<file path="config.mk">
export PLATFORM = sky130hd
export DESIGN_NAME = coin_inventory_flat
export DESIGN_NICKNAME = d
export VERILOG_FILES = /design/src/rtl/coin_inventory_if.sv /design/src/rtl/coin_inventory.sv /design/src/flat_wrapper.sv
export SDC_FILE = /design/constraint.sdc
export NUM_CORES = 1
export LEC_CHECK = 0
export ABC_AREA = 1
export CAP_MARGIN = 0
export CORE_MARGIN = 2
export CORE_UTILIZATION = 57
export CTS_CLUSTER_SIZE = 10
export DETAILED_ROUTE_END_ITERATION = 10
export PLACE_DENSITY = 0.95
export SETUP_SLACK_MARGIN = 0.02
export SLEW_MARGIN = 20
export SYNTH_ARGS = -nofsm -noshare
export SYNTH_HDL_FRONTEND = slang
export SYNTH_SLANG_ARGS = --single-unit
</file>
<file path="constraint.sdc">
create_clock -name CLK -period 5.4 [get_ports CLK]
set_clock_uncertainty 0.2 [all_clocks]
set_input_delay 1.35 -clock CLK [delete_from_list [all_inputs] [get_ports CLK]]
set_output_delay 1.35 -clock CLK [all_outputs]
set_load 0.05 [all_outputs]
</file>
<file path="src/rtl/coin_inventory_if.sv">
// Coin inventory bus: acceptor strobes, change request
// and the counts/flags/dispense pulses it gets back.
interface coin_inventory_if #(
  parameter int NUM_CH = 4,
  parameter int WIDTH  = 8,
  parameter int AMT_W  = 10
);
  logic                    enable;
  logic [NUM_CH-1:0]       inc_sig;
  logic [NUM_CH-1:0]       dec_sig;
  logic [NUM_CH*WIDTH-1:0] coins;
  logic [NUM_CH-1:0]       full;
  logic [NUM_CH-1:0]       empty;
  logic                    chg_req;
  logic [AMT_W-1:0]        chg_amount;
  logic                    chg_busy;
  logic [NUM_CH-1:0]       disp_coin;
  logic                    chg_done;
  logic                    chg_fail;
  logic [AMT_W-1:0]        chg_remaining;

  modport master (
    output enable,
    output inc_sig,
    output dec_sig,
    output chg_req,
    output chg_amount,
    input  coins,
    input  full,
    input  empty,
    input  chg_busy,
    input  disp_coin,
    input  chg_done,
    input  chg_fail,
    input  chg_remaining
  );

  modport slave (
    input  enable,
    input  inc_sig,
    input  dec_sig,
    input  chg_req,
    input  chg_amount,
    output coins,
    output full,
    output empty,
    output chg_busy,
    output disp_coin,
    output chg_done,
    output chg_fail,
    output chg_remaining
  );
endinterface

</file>
<file path="src/rtl/coin_inventory.sv">
// Per-denomination saturating coin counters with a
// greedy one-coin-per-two-cycles change dispenser.
module coin_inventory #(
  parameter int NUM_CH = 4,
  parameter int WIDTH  = 8,
  parameter int VAL_W  = 8,
  parameter int AMT_W  = 10,
  parameter logic [NUM_CH*VAL_W-1:0] COIN_VALUES =
    {8'd1, 8'd5, 8'd10, 8'd25}
) (
  input  logic          CLK,
  input  logic          reset,
  coin_inventory_if.slave bus
);

  localparam int CH_W = (NUM_CH > 1) ? $clog2(NUM_CH) : 1;
  localparam logic [WIDTH-1:0] CNT_MAX = '1;

  typedef enum logic [2:0] {
    IDLE,
    SCAN,
    DISPENSE,
    DONE,
    FAIL
  } state_e;

  function automatic logic [AMT_W-1:0] coin_val(
    input int i
  );
    return AMT_W'(COIN_VALUES[i*VAL_W +: VAL_W]);
  endfunction

  state_e              state_q;
  logic [AMT_W-1:0]    rem_q;
  logic [CH_W-1:0]     sel_q;
  logic                busy_q;
  logic [NUM_CH-1:0]   disp_q;
  logic                done_q;
  logic                fail_q;

  logic [WIDTH-1:0]    cnt_q [NUM_CH];
  logic [WIDTH-1:0]    cnt_d [NUM_CH];
  logic [NUM_CH-1:0]   inc_eff;
  logic [NUM_CH-1:0]   dec_eff;

  logic                found;
  logic [CH_W-1:0]     pick;

  // Downward walk so the lowest (highest-value) index wins.
  always_comb begin
    found = 1'b0;
    pick  = '0;
    for (int i = NUM_CH-1; i >= 0; i--) begin
      if (cnt_q[i] != '0 && coin_val(i) <= rem_q) begin
        found = 1'b1;
        pick  = CH_W'(i);
      end
    end
  end

  always_comb begin
    for (int i = 0; i < NUM_CH; i++) begin
      inc_eff[i] = bus.enable & bus.inc_sig[i];
      dec_eff[i] = (state_q == DISPENSE &&
                    sel_q == CH_W'(i)) |
                   (bus.dec_sig[i] & ~busy_q);
      cnt_d[i] = cnt_q[i];
      if (inc_eff[i] && !dec_eff[i]) begin
        if (cnt_q[i] != CNT_MAX)
          cnt_d[i] = cnt_q[i] + 1'b1;
      end else if (dec_eff[i] && !inc_eff[i]) begin
        if (cnt_q[i] != '0)
          cnt_d[i] = cnt_q[i] - 1'b1;
      end
    end
  end

  always_ff @(posedge CLK) begin
    if (reset) begin
      for (int i = 0; i < NUM_CH; i++)
        cnt_q[i] <= '0;
    end else begin
      for (int i = 0; i < NUM_CH; i++)
        cnt_q[i] <= cnt_d[i];
    end
  end

  always_ff @(posedge CLK) begin
    if (reset) begin
      state_q <= IDLE;
      rem_q   <= '0;
      sel_q   <= '0;
      busy_q  <= 1'b0;
      disp_q  <= '0;
      done_q  <= 1'b0;
      fail_q  <= 1'b0;
    end else begin
      disp_q <= '0;
      done_q <= 1'b0;
      fail_q <= 1'b0;
      unique case (state_q)
        IDLE: begin
          if (bus.chg_req) begin
            rem_q   <= bus.chg_amount;
            busy_q  <= 1'b1;
            state_q <= SCAN;
          end
        end
        SCAN: begin
          if (rem_q == '0) begin
            busy_q  <= 1'b0;
            done_q  <= 1'b1;
            state_q <= DONE;
          end else if (found) begin
            sel_q   <= pick;
            disp_q  <= NUM_CH'(1) << pick;
            state_q <= DISPENSE;
          end else begin
            busy_q  <= 1'b0;
            fail_q  <= 1'b1;
            state_q <= FAIL;
          end
        end
        DISPENSE: begin
          rem_q   <= rem_q - coin_val(int'(sel_q));
          state_q <= SCAN;
        end
        DONE:    state_q <= IDLE;
        FAIL:    state_q <= IDLE;
        default: begin
          busy_q  <= 1'b0;
          state_q <= IDLE;
        end
      endcase
    end
  end

  for (genvar g = 0; g < NUM_CH; g++) begin : g_out
    assign bus.coins[g*WIDTH +: WIDTH] = cnt_q[g];
    assign bus.full[g]  = (cnt_q[g] == CNT_MAX);
    assign bus.empty[g] = (cnt_q[g] == '0);
  end

  assign bus.chg_busy      = busy_q;
  assign bus.disp_coin     = disp_q;
  assign bus.chg_done      = done_q;
  assign bus.chg_fail      = fail_q;
  assign bus.chg_remaining = rem_q;

endmodule
</file>
<file path="src/flat_wrapper.sv">
// flat-port wrapper written by rule: the top's interface ports become plain ports
module coin_inventory_flat 
#(
  parameter int NUM_CH = 4,
  parameter int WIDTH  = 8,
  parameter int VAL_W  = 8,
  parameter int AMT_W  = 10,
  parameter logic [NUM_CH*VAL_W-1:0] COIN_VALUES =
    {8'd1, 8'd5, 8'd10, 8'd25}
)
  (CLK, reset, bus_enable, bus_inc_sig, bus_dec_sig, bus_chg_req, bus_chg_amount, bus_coins, bus_full, bus_empty, bus_chg_busy, bus_disp_coin, bus_chg_done, bus_chg_fail, bus_chg_remaining);
  coin_inventory_if #(.NUM_CH(NUM_CH), .WIDTH(WIDTH), .AMT_W(AMT_W)) bus_i ();
  input  logic CLK;
  input  logic reset;
  input wire logic [$bits(bus_i.enable)-1:0] bus_enable;
  input wire logic [$bits(bus_i.inc_sig)-1:0] bus_inc_sig;
  input wire logic [$bits(bus_i.dec_sig)-1:0] bus_dec_sig;
  input wire logic [$bits(bus_i.chg_req)-1:0] bus_chg_req;
  input wire logic [$bits(bus_i.chg_amount)-1:0] bus_chg_amount;
  output wire logic [$bits(bus_i.coins)-1:0] bus_coins;
  output wire logic [$bits(bus_i.full)-1:0] bus_full;
  output wire logic [$bits(bus_i.empty)-1:0] bus_empty;
  output wire logic [$bits(bus_i.chg_busy)-1:0] bus_chg_busy;
  output wire logic [$bits(bus_i.disp_coin)-1:0] bus_disp_coin;
  output wire logic [$bits(bus_i.chg_done)-1:0] bus_chg_done;
  output wire logic [$bits(bus_i.chg_fail)-1:0] bus_chg_fail;
  output wire logic [$bits(bus_i.chg_remaining)-1:0] bus_chg_remaining;
  assign bus_i.enable = bus_enable;
  assign bus_i.inc_sig = bus_inc_sig;
  assign bus_i.dec_sig = bus_dec_sig;
  assign bus_i.chg_req = bus_chg_req;
  assign bus_i.chg_amount = bus_chg_amount;
  assign bus_coins = bus_i.coins;
  assign bus_full = bus_i.full;
  assign bus_empty = bus_i.empty;
  assign bus_chg_busy = bus_i.chg_busy;
  assign bus_disp_coin = bus_i.disp_coin;
  assign bus_chg_done = bus_i.chg_done;
  assign bus_chg_fail = bus_i.chg_fail;
  assign bus_chg_remaining = bus_i.chg_remaining;
  coin_inventory #(.NUM_CH(NUM_CH), .WIDTH(WIDTH), .VAL_W(VAL_W), .AMT_W(AMT_W), .COIN_VALUES(COIN_VALUES)) u_core (.CLK(CLK), .reset(reset), .bus(bus_i));
endmodule
</file>
==> reports/metrics.csv, run 1 <==
metric,value,unit
status,finished clean,
vias,3997,
Initial Util,58.40,%
GRT Resource Usage Total,28.31,%
"wirelength, routed",10.57,mm
# rows,30,
adder-cell area share of the yosys netlist,12.76,%
Fillers,494,
number of max-cap violations,0,
Slew Limit Headroom,52.49,%
Die Wd,86.97,um
mux share of post-synthesis cell area,0,%
WHS Path Cells,2,
Mapped Area,3924,um^2
Critical Path End Type,output port,
clock tree sinks,54,
#FFs+latches synth,54,
main flop type after synthesis,dfxtp_1,
syn_nets,599,
asr flop ratio synth,0,%
CTS root buffer,clkbuf_8,
Yosys cell types,44,
hold path endpoint,u_core.bus.chg_busy$_SDFFE_PP0P_,
vias in the first global route,3957,
clock buffer count from CTS,5,
worst endpoint required time,3.85,ns
RR Endpoint,u_core.cnt_q[0][5]$_SDFFE_PP0P_,
final hold vios,0,
CP Max Fanout,6,
setup violators final,0,
ant diodes,0,
yosys warns,0,
TritonRoute pass-1 iters,5,
maximum vdd drop,0.0004126,V
Worst Hold Class,reg2reg,
clock transition at the registers of the reported paths,0.10,ns
Placeable Area,6719,um^2
"Setup Fix Bufs, Post-CTS",0,
Area Overhead vs Synth,23.31,%
Compound-Gate Fraction of Synth Area,18.97,%
vias per std cell,5.743,
global-route wire length before repair,17.28,mm
Pleak,2.110,nW
antenna violations before repair,0,
port bufs,78,
sequential element share of the synthesized area,27.55,%
Clock Latency Late Sink,0.31,ns
Routability Congestion,0.8861,
First DRT Iteration DRCs,307,
Sum Neg Setup Slack,0,ns
number of H-tree levels,2,
layout cells sized above 1,7.468,%
Overall Power,0.002936,W
gate count after technology mapping,540,
post-CTS resize count,0,
CTS tree,built,
Final period util,69.89,%
r2r setup slk,2.02,ns
hold buffers post-CTS,0,
CP startpoint kind,register,
Post-Synth Simple-Gate Area,24.65,%
Avg Inst Size Synth,7.266,um^2
Final Slew Violations,0,
Post-synth EDFFs,0,
RSZ-0062 raised after global routing,no,
hold path startpoint,u_core.bus.chg_busy$_SDFFE_PP0P_,
Ports,79,
Die Ht,86.97,um
fmax,265.0,MHz
worst-margin pin slew,0.7100,ns
Final min period,3.774,ns
power density cells,606.9,nW/um^2
Crit path arrival time,2.22,ns
main combinational cell family by area after synthesis,simple AND/OR/NAND/NOR gates,
NumNets Final,674,
Setup Crit Path Kind,reg2out,
grt ovf,0,
antenna-violating nets left,0,
detailed placement HPWL,7.859,mm
Reg2Reg Launch Point,u_core.state_q[1]$_SDFFE_PP0P_,
DIE AREA,7564,um^2
DR WL/cell,15.19,um
largest net degree at the start of global routing,33,
clock buffer depth,2,
post-synthesis share of cell area spent on xor and xnor gates,6.473,%
detailed-route DRC error count,0,
reg2reg path depth,14,
[routing by layer]
| metal | global-route usage [%] | share of wire (%) | vias to the layer above | wire, um |
|---|---|---|---|---|
| met2 | 49.76 | 49 | 154 | 5168 |
| met3 | 3.791 | 5.4 | 47 | 567 |
| met1 | 33.14 | 41 | 1843 | 4340 |
| met4 | 15.20 | 4.7 | 0 | 498 |
| met5 | 0 | 0 | - | 0 |
| li1 | - | - | 1953 | - |
[worst max path at each step]
stage,start,endpoint,slack (ns),cells past startpoint
2_1_floorplan,bus_dec_sig[1],u_core.cnt_q[1][6]$_SDFFE_PP0P_,2.15,11
3_3_place_gp,bus_enable,u_core.cnt_q[3][7]$_SDFFE_PP0P_,1.52,12
3_5_place_dp,bus_enable,u_core.cnt_q[1][6]$_SDFFE_PP0P_,1.40,13
4_1_cts,u_core.cnt_q[1][0]$_SDFFE_PP0P_,bus_full[1],1.62,4
5_1_grt,u_core.cnt_q[1][0]$_SDFFE_PP0P_,bus_full[1],1.43,4
6_report,u_core.cnt_q[1][0]$_SDFFE_PP0P_,bus_full[1],1.63,4
[cells by family (layout without fill, tap and decap cells)]
kind of cell | Yosys count | in the layout
compound gates | 134 | 134
xor+xnor | 29 | 29
fa+ha+maj | 37 | 37
buf+inv | 90 | 166
flops | 54 | 54
simple gates | 196 | 196
[critical path, stage by stage (launching register included)]
cell,delay (ns)
dfxtp_1,0.46
inv_1,0.10
nor4_1,0.34
and2_1,0.21
clkdlybuf4s50_1,0.81
[synthesized netlist by cell type, types with 2 or more instances]
cell | n | area, um^2
a211oi_1 | 4 | 30.03
a21o_1 | 2 | 15.01
a21oi_1 | 67 | 335.3
a31oi_1 | 3 | 18.77
and2_1 | 3 | 18.77
buf_4 | 2 | 15.01
buf_6 | 4 | 45.04
clkbuf_1 | 3 | 11.26
dfxtp_1 | 54 | 1081
fa_1 | 5 | 100.1
ha_1 | 32 | 400.4
inv_1 | 72 | 270.3
inv_2 | 7 | 26.28
nand2_1 | 71 | 266.5
nand2_2 | 8 | 50.05
nand2_4 | 3 | 33.78
nand3_1 | 31 | 155.2
nand4_1 | 11 | 68.82
nor2_1 | 43 | 161.4
nor2_2 | 5 | 31.28
nor2_4 | 6 | 67.56
nor3_1 | 4 | 20.02
nor4_1 | 5 | 31.28
o211ai_1 | 2 | 15.01
o21ai_0 | 39 | 195.2
o21ai_1 | 6 | 30.03
o21ai_2 | 2 | 17.52
o221ai_1 | 2 | 17.52
o22ai_1 | 2 | 12.51
xnor2_1 | 13 | 113.9
xor2_1 | 16 | 140.1
[metrics by stage]
step / cell area (um^2) / utilization [%] / hold slack (ns) / setup slack, ns / cells
floorplan: 3924 / - / 0.2960 / 2.153 / 540
global placement: 4732 / 70.43 / 0.2830 / 1.525 / 688
detailed placement: 4732 / 70.43 / 0.2857 / 1.401 / 688
CTS: 4838 / 72.01 / 0.2983 / 1.619 / 696
global route: 4838 / 72.01 / 0.3218 / 1.435 / 696
finish: 4838 / 72.01 / 0.2997 / 1.626 / 696
[layout make-up]
cell class | count | area [um^2] | area share, %
Clock inverter | 1 | 30.03 | 0.6206
Inverter | 79 | 296.5 | 6.129
Tap cell | 80 | 100.1 | 2.069
Sequential cell | 54 | 1081 | 22.34
Multi-Input combinational cell | 396 | 2466 | 50.97
Timing Repair Buffer | 79 | 788.3 | 16.29
Clock buffer | 7 | 76.32 | 1.577
[registers in the layout, summed over array words and instances (netlist names)]
signal and cells:
u_core.cnt_q 32, u_core.bus.chg_remaining 10, u_core.bus.disp_coin 4, u_core.state_q 3
u_core.sel_q 2, u_core.bus.chg_busy 1, u_core.bus.chg_done 1, u_core.bus.chg_fail 1
[power breakdown]
group	leakage [nW]	total [W]	switching (W)	internal [W]
clock network	0.0524	0.000273	0.000133	0.000139
registers	0.446	0.000673	0.000158	0.000515
logic	1.61	0.00199	0.00129	0.000703
total	2.11	0.00294	0.00158	0.00136
[layout by cell type, fill, tap and decap left out, drive strengths merged]
cell type      instances
nand2                 82
inv                   79
clkdlybuf4s50         78
a21oi                 67
dfxtp                 54
nor2                  54
o21ai                 47
nand3                 33
ha                    32
xor2                  16
xnor2                 13
nand4                 11
clkbuf                 7
nor4                   6
fa                     5
nor3                   5
a211oi                 4
and2                   3
a31oi                  3
o221ai                 2
o22ai                  2
a21o                   2
o211ai                 2
a21boi                 2
or2                    2
a22oi                  1
o21bai                 1
o31ai                  1
bufinv                 1
buf                    1
Note: power is estimated with default switching activity, not from simulation.
==> run 2, diff against run 1 <==
Settings changed: CORE_UTILIZATION 57 to 52, PLACE_DENSITY 0.95 to 0.89.
Clock period 5.4 ns to 3.65 ns, I/O delays scaled along.
==> run 2 against run 1 <==
Sequential cell count unchanged. Critical path depth unchanged. Count of clock-buffer cells in the layout shrank 2. Non-clock buffer count rose by 5. Clock power is 51% higher. Largest cell class unchanged. Largest power group unchanged.
==> reports/metrics.csv, run 2 (synthesis gave the netlist of run 1 again) <==
metric,value,unit,change
Die Wd,90.87,um,+4.5%
number of H-tree levels,2,,unchanged
layout cells sized above 1,8.535,%,+1.1 points
largest net degree at the start of global routing,19,,-42%
Reg2Reg Launch Point,u_core.state_q[0]$_SDFFE_PP0P_,,
TritonRoute pass-1 iters,5,,unchanged
WHS Path Cells,2,,unchanged
"wirelength, routed",9.938,mm,-6.0%
Pleak,2.133,nW,+1.1%
Crit path arrival time,2.21,ns,about the same
cells along the critical path,inv_1 > nor4_1 > and2_1 > clkdlybuf4s50_1,,
reg2reg path depth,16,,+2
Critical Path Max Stage Delay,0.80,ns,about the same
Routability Congestion,0.9250,,+4.4%
detailed-route DRC error count,0,,unchanged
CP Max Fanout,4,,-2
"Slowest-stage cell, CP",clkdlybuf4s50_1,,
Initial Util,53.81,%,-4.6 points
Critical Path End Type,output port,,
"Setup Fix Bufs, Post-CTS",0,,unchanged
Placeable Area,7292,um^2,+8.5%
hold path endpoint,u_core.bus.chg_busy$_SDFFE_PP0P_,,
vias per std cell,5.399,,-6.0%
Ports,79,,unchanged
worst-margin pin slew,0.5293,ns,-0.1806 ns
Area Overhead vs Synth,25.06,%,
Sum Neg Setup Slack,0,ns,unchanged
RSZ-0062 raised after global routing,no,,
r2r setup slk,0.56,ns,-1.46 ns
vias in the first global route,3692,,-6.7%
Largest register FFs,32,,unchanged
Final period util,91.03,%,
ant diodes,0,,unchanged
Final min period,3.323,ns,
CTS tree,built,,
dpl cells,712,,+3.5%
Fillers,635,,+29%
final core utilization,67.30,%,-4.7 points
clock tree sinks,54,,unchanged
clock power share,9.5,%,+0.2 points
power density cells,881.6,nW/um^2,+45%
hold buffers post-CTS,0,,unchanged
Setup Crit Path Kind,reg2out,,
"commonest non-fill, non-tap cell in the layout",clkdlybuf4s50_1,,
global-route wire length before repair,16.63,mm,-3.8%
vias,3887,,-2.8%
Clock Latency Late Sink,0.31,ns,about the same
NumNets Final,679,,+0.74%
Sw Pwr,0.002305,W,+46%
maximum vdd drop,0.0005359,V,+30%
detailed placement HPWL,7.736,mm,-1.6%
port bufs,78,,unchanged
fmax,301.0,MHz,
Final Slew Violations,0,,unchanged
Sw Share,53.28,%,-0.50 points
cell area after placement,4793,um^2,+1.3%
setup violators final,0,,unchanged
fin area,4907,um^2,+1.4%
"commonest non-fill, non-tap cells in the layout","clkdlybuf4s50_1 (78), inv_1 (72), nand2_1 (71), a21oi_1 (67), dfxtp_1 (54)",,
sequential share of power,22.8,%,about the same
antenna violations before repair,0,,unchanged
Power Internal,0.002021,W,+49%
DIE AREA,8256,um^2,+9.2%
Die Ht,90.87,um,+4.5%
Worst Hold Class,reg2reg,,
hold path startpoint,u_core.bus.chg_busy$_SDFFE_PP0P_,,
number of max-cap violations,0,,unchanged
DR WL/cell,13.80,um,-9.1%
CP startpoint kind,register,,
Final Non-Filler Cells,720,,+3.4%
RR Endpoint,u_core.cnt_q[0][6]$_SDFFE_PP0P_,,
CTS root buffer,clkbuf_8,,
register bank with the most flops,u_core.cnt_q,,
First DRT Iteration DRCs,118,,-62%
# rows,31,,+3.3%
status,finished clean,,
worst endpoint required time,2.54,ns,-1.31 ns
Fin Hold WS,0.3226,ns,+0.02285 ns
clock transition at the registers of the reported paths,0.10,ns,about the same
final hold vios,0,,unchanged
GRT Resource Usage Total,23.94,%,-4.4 points
post-CTS resize count,0,,unchanged
Slew Limit Headroom,64.60,%,+12 points
Comb power frac,67.7,%,about the same
grt ovf,0,,unchanged
clock buffer depth,2,,unchanged
clock buffer count from CTS,5,,unchanged
antenna-violating nets left,0,,unchanged
## run 2: changes by cell type in the layout (fill, tap and decap cells not counted), sizes merged
cell / before / now
buf: 1 / 6
clkbuf: 7 / 5
clkinvlp: 0 / 2
## run 2: power by group through the flow
stage               clock (W)  combinational (W)  sequential (W)
finish               0.000413            0.00293        0.000987
global route         0.000436            0.00320         0.00102
CTS                  0.000416            0.00292        0.000986
detailed placement          0            0.00290        0.000999
global placement            0            0.00280        0.000994
floorplan                   0            0.00165         0.00151
## run 2: routing by layer
layer | wire length (um) | GRT usage (%)
met1 | 4267 | 28.67
met2 | 5091 | 44.40
met3 | 435 | 3.756
met4 | 143 | 6.061
met5 | 0 | 0
## run 2: cell type report
| class | count | area, um^2 | area share [%] |
|---|---|---|---|
| multi-input cells | 396 | 2466 | 50.26 |
| flip-flops and latches | 54 | 1081 | 22.03 |
| repair buffers | 84 | 825.8 | 16.83 |
| inverters | 79 | 296.5 | 6.043 |
| well taps | 99 | 123.9 | 2.524 |
| clock buffers | 5 | 68.82 | 1.402 |
| clock inverters | 3 | 45.04 | 0.9179 |
## run 2: worst max-delay path by stage
stage | from | to | slack (ns) | depth (start not counted)
CTS | u_core.cnt_q[1][0]$_SDFFE_PP0P_ | bus_full[1] | 0.32 | 4
global placement | bus_enable | u_core.cnt_q[1][6]$_SDFFE_PP0P_ | 0.24 | 13
finish | u_core.cnt_q[0][3]$_SDFFE_PP0P_ | bus_full[0] | 0.33 | 4
detailed placement | bus_enable | u_core.cnt_q[1][6]$_SDFFE_PP0P_ | 0.15 | 13
global route | u_core.cnt_q[1][0]$_SDFFE_PP0P_ | bus_full[1] | 0.18 | 4
floorplan | bus_dec_sig[1] | u_core.cnt_q[1][6]$_SDFFE_PP0P_ | 0.84 | 11
## run 2: critical path: cells and delay by family, from the launching register on
family                 cells  cell delay [ns]
buffers and inverters      2             0.87
flip-flops                 1             0.41
AND/OR/NAND/NOR            2             0.61
## run 2: per-stage QoR
step / power (W) / setup slack [ns]
after floorplan: 0.003158 / 0.8405
after global placement: 0.003796 / 0.2408
after detailed placement: 0.003899 / 0.1467
after CTS: 0.004324 / 0.3173
after global routing: 0.004649 / 0.1758
final: 0.004326 / 0.3275
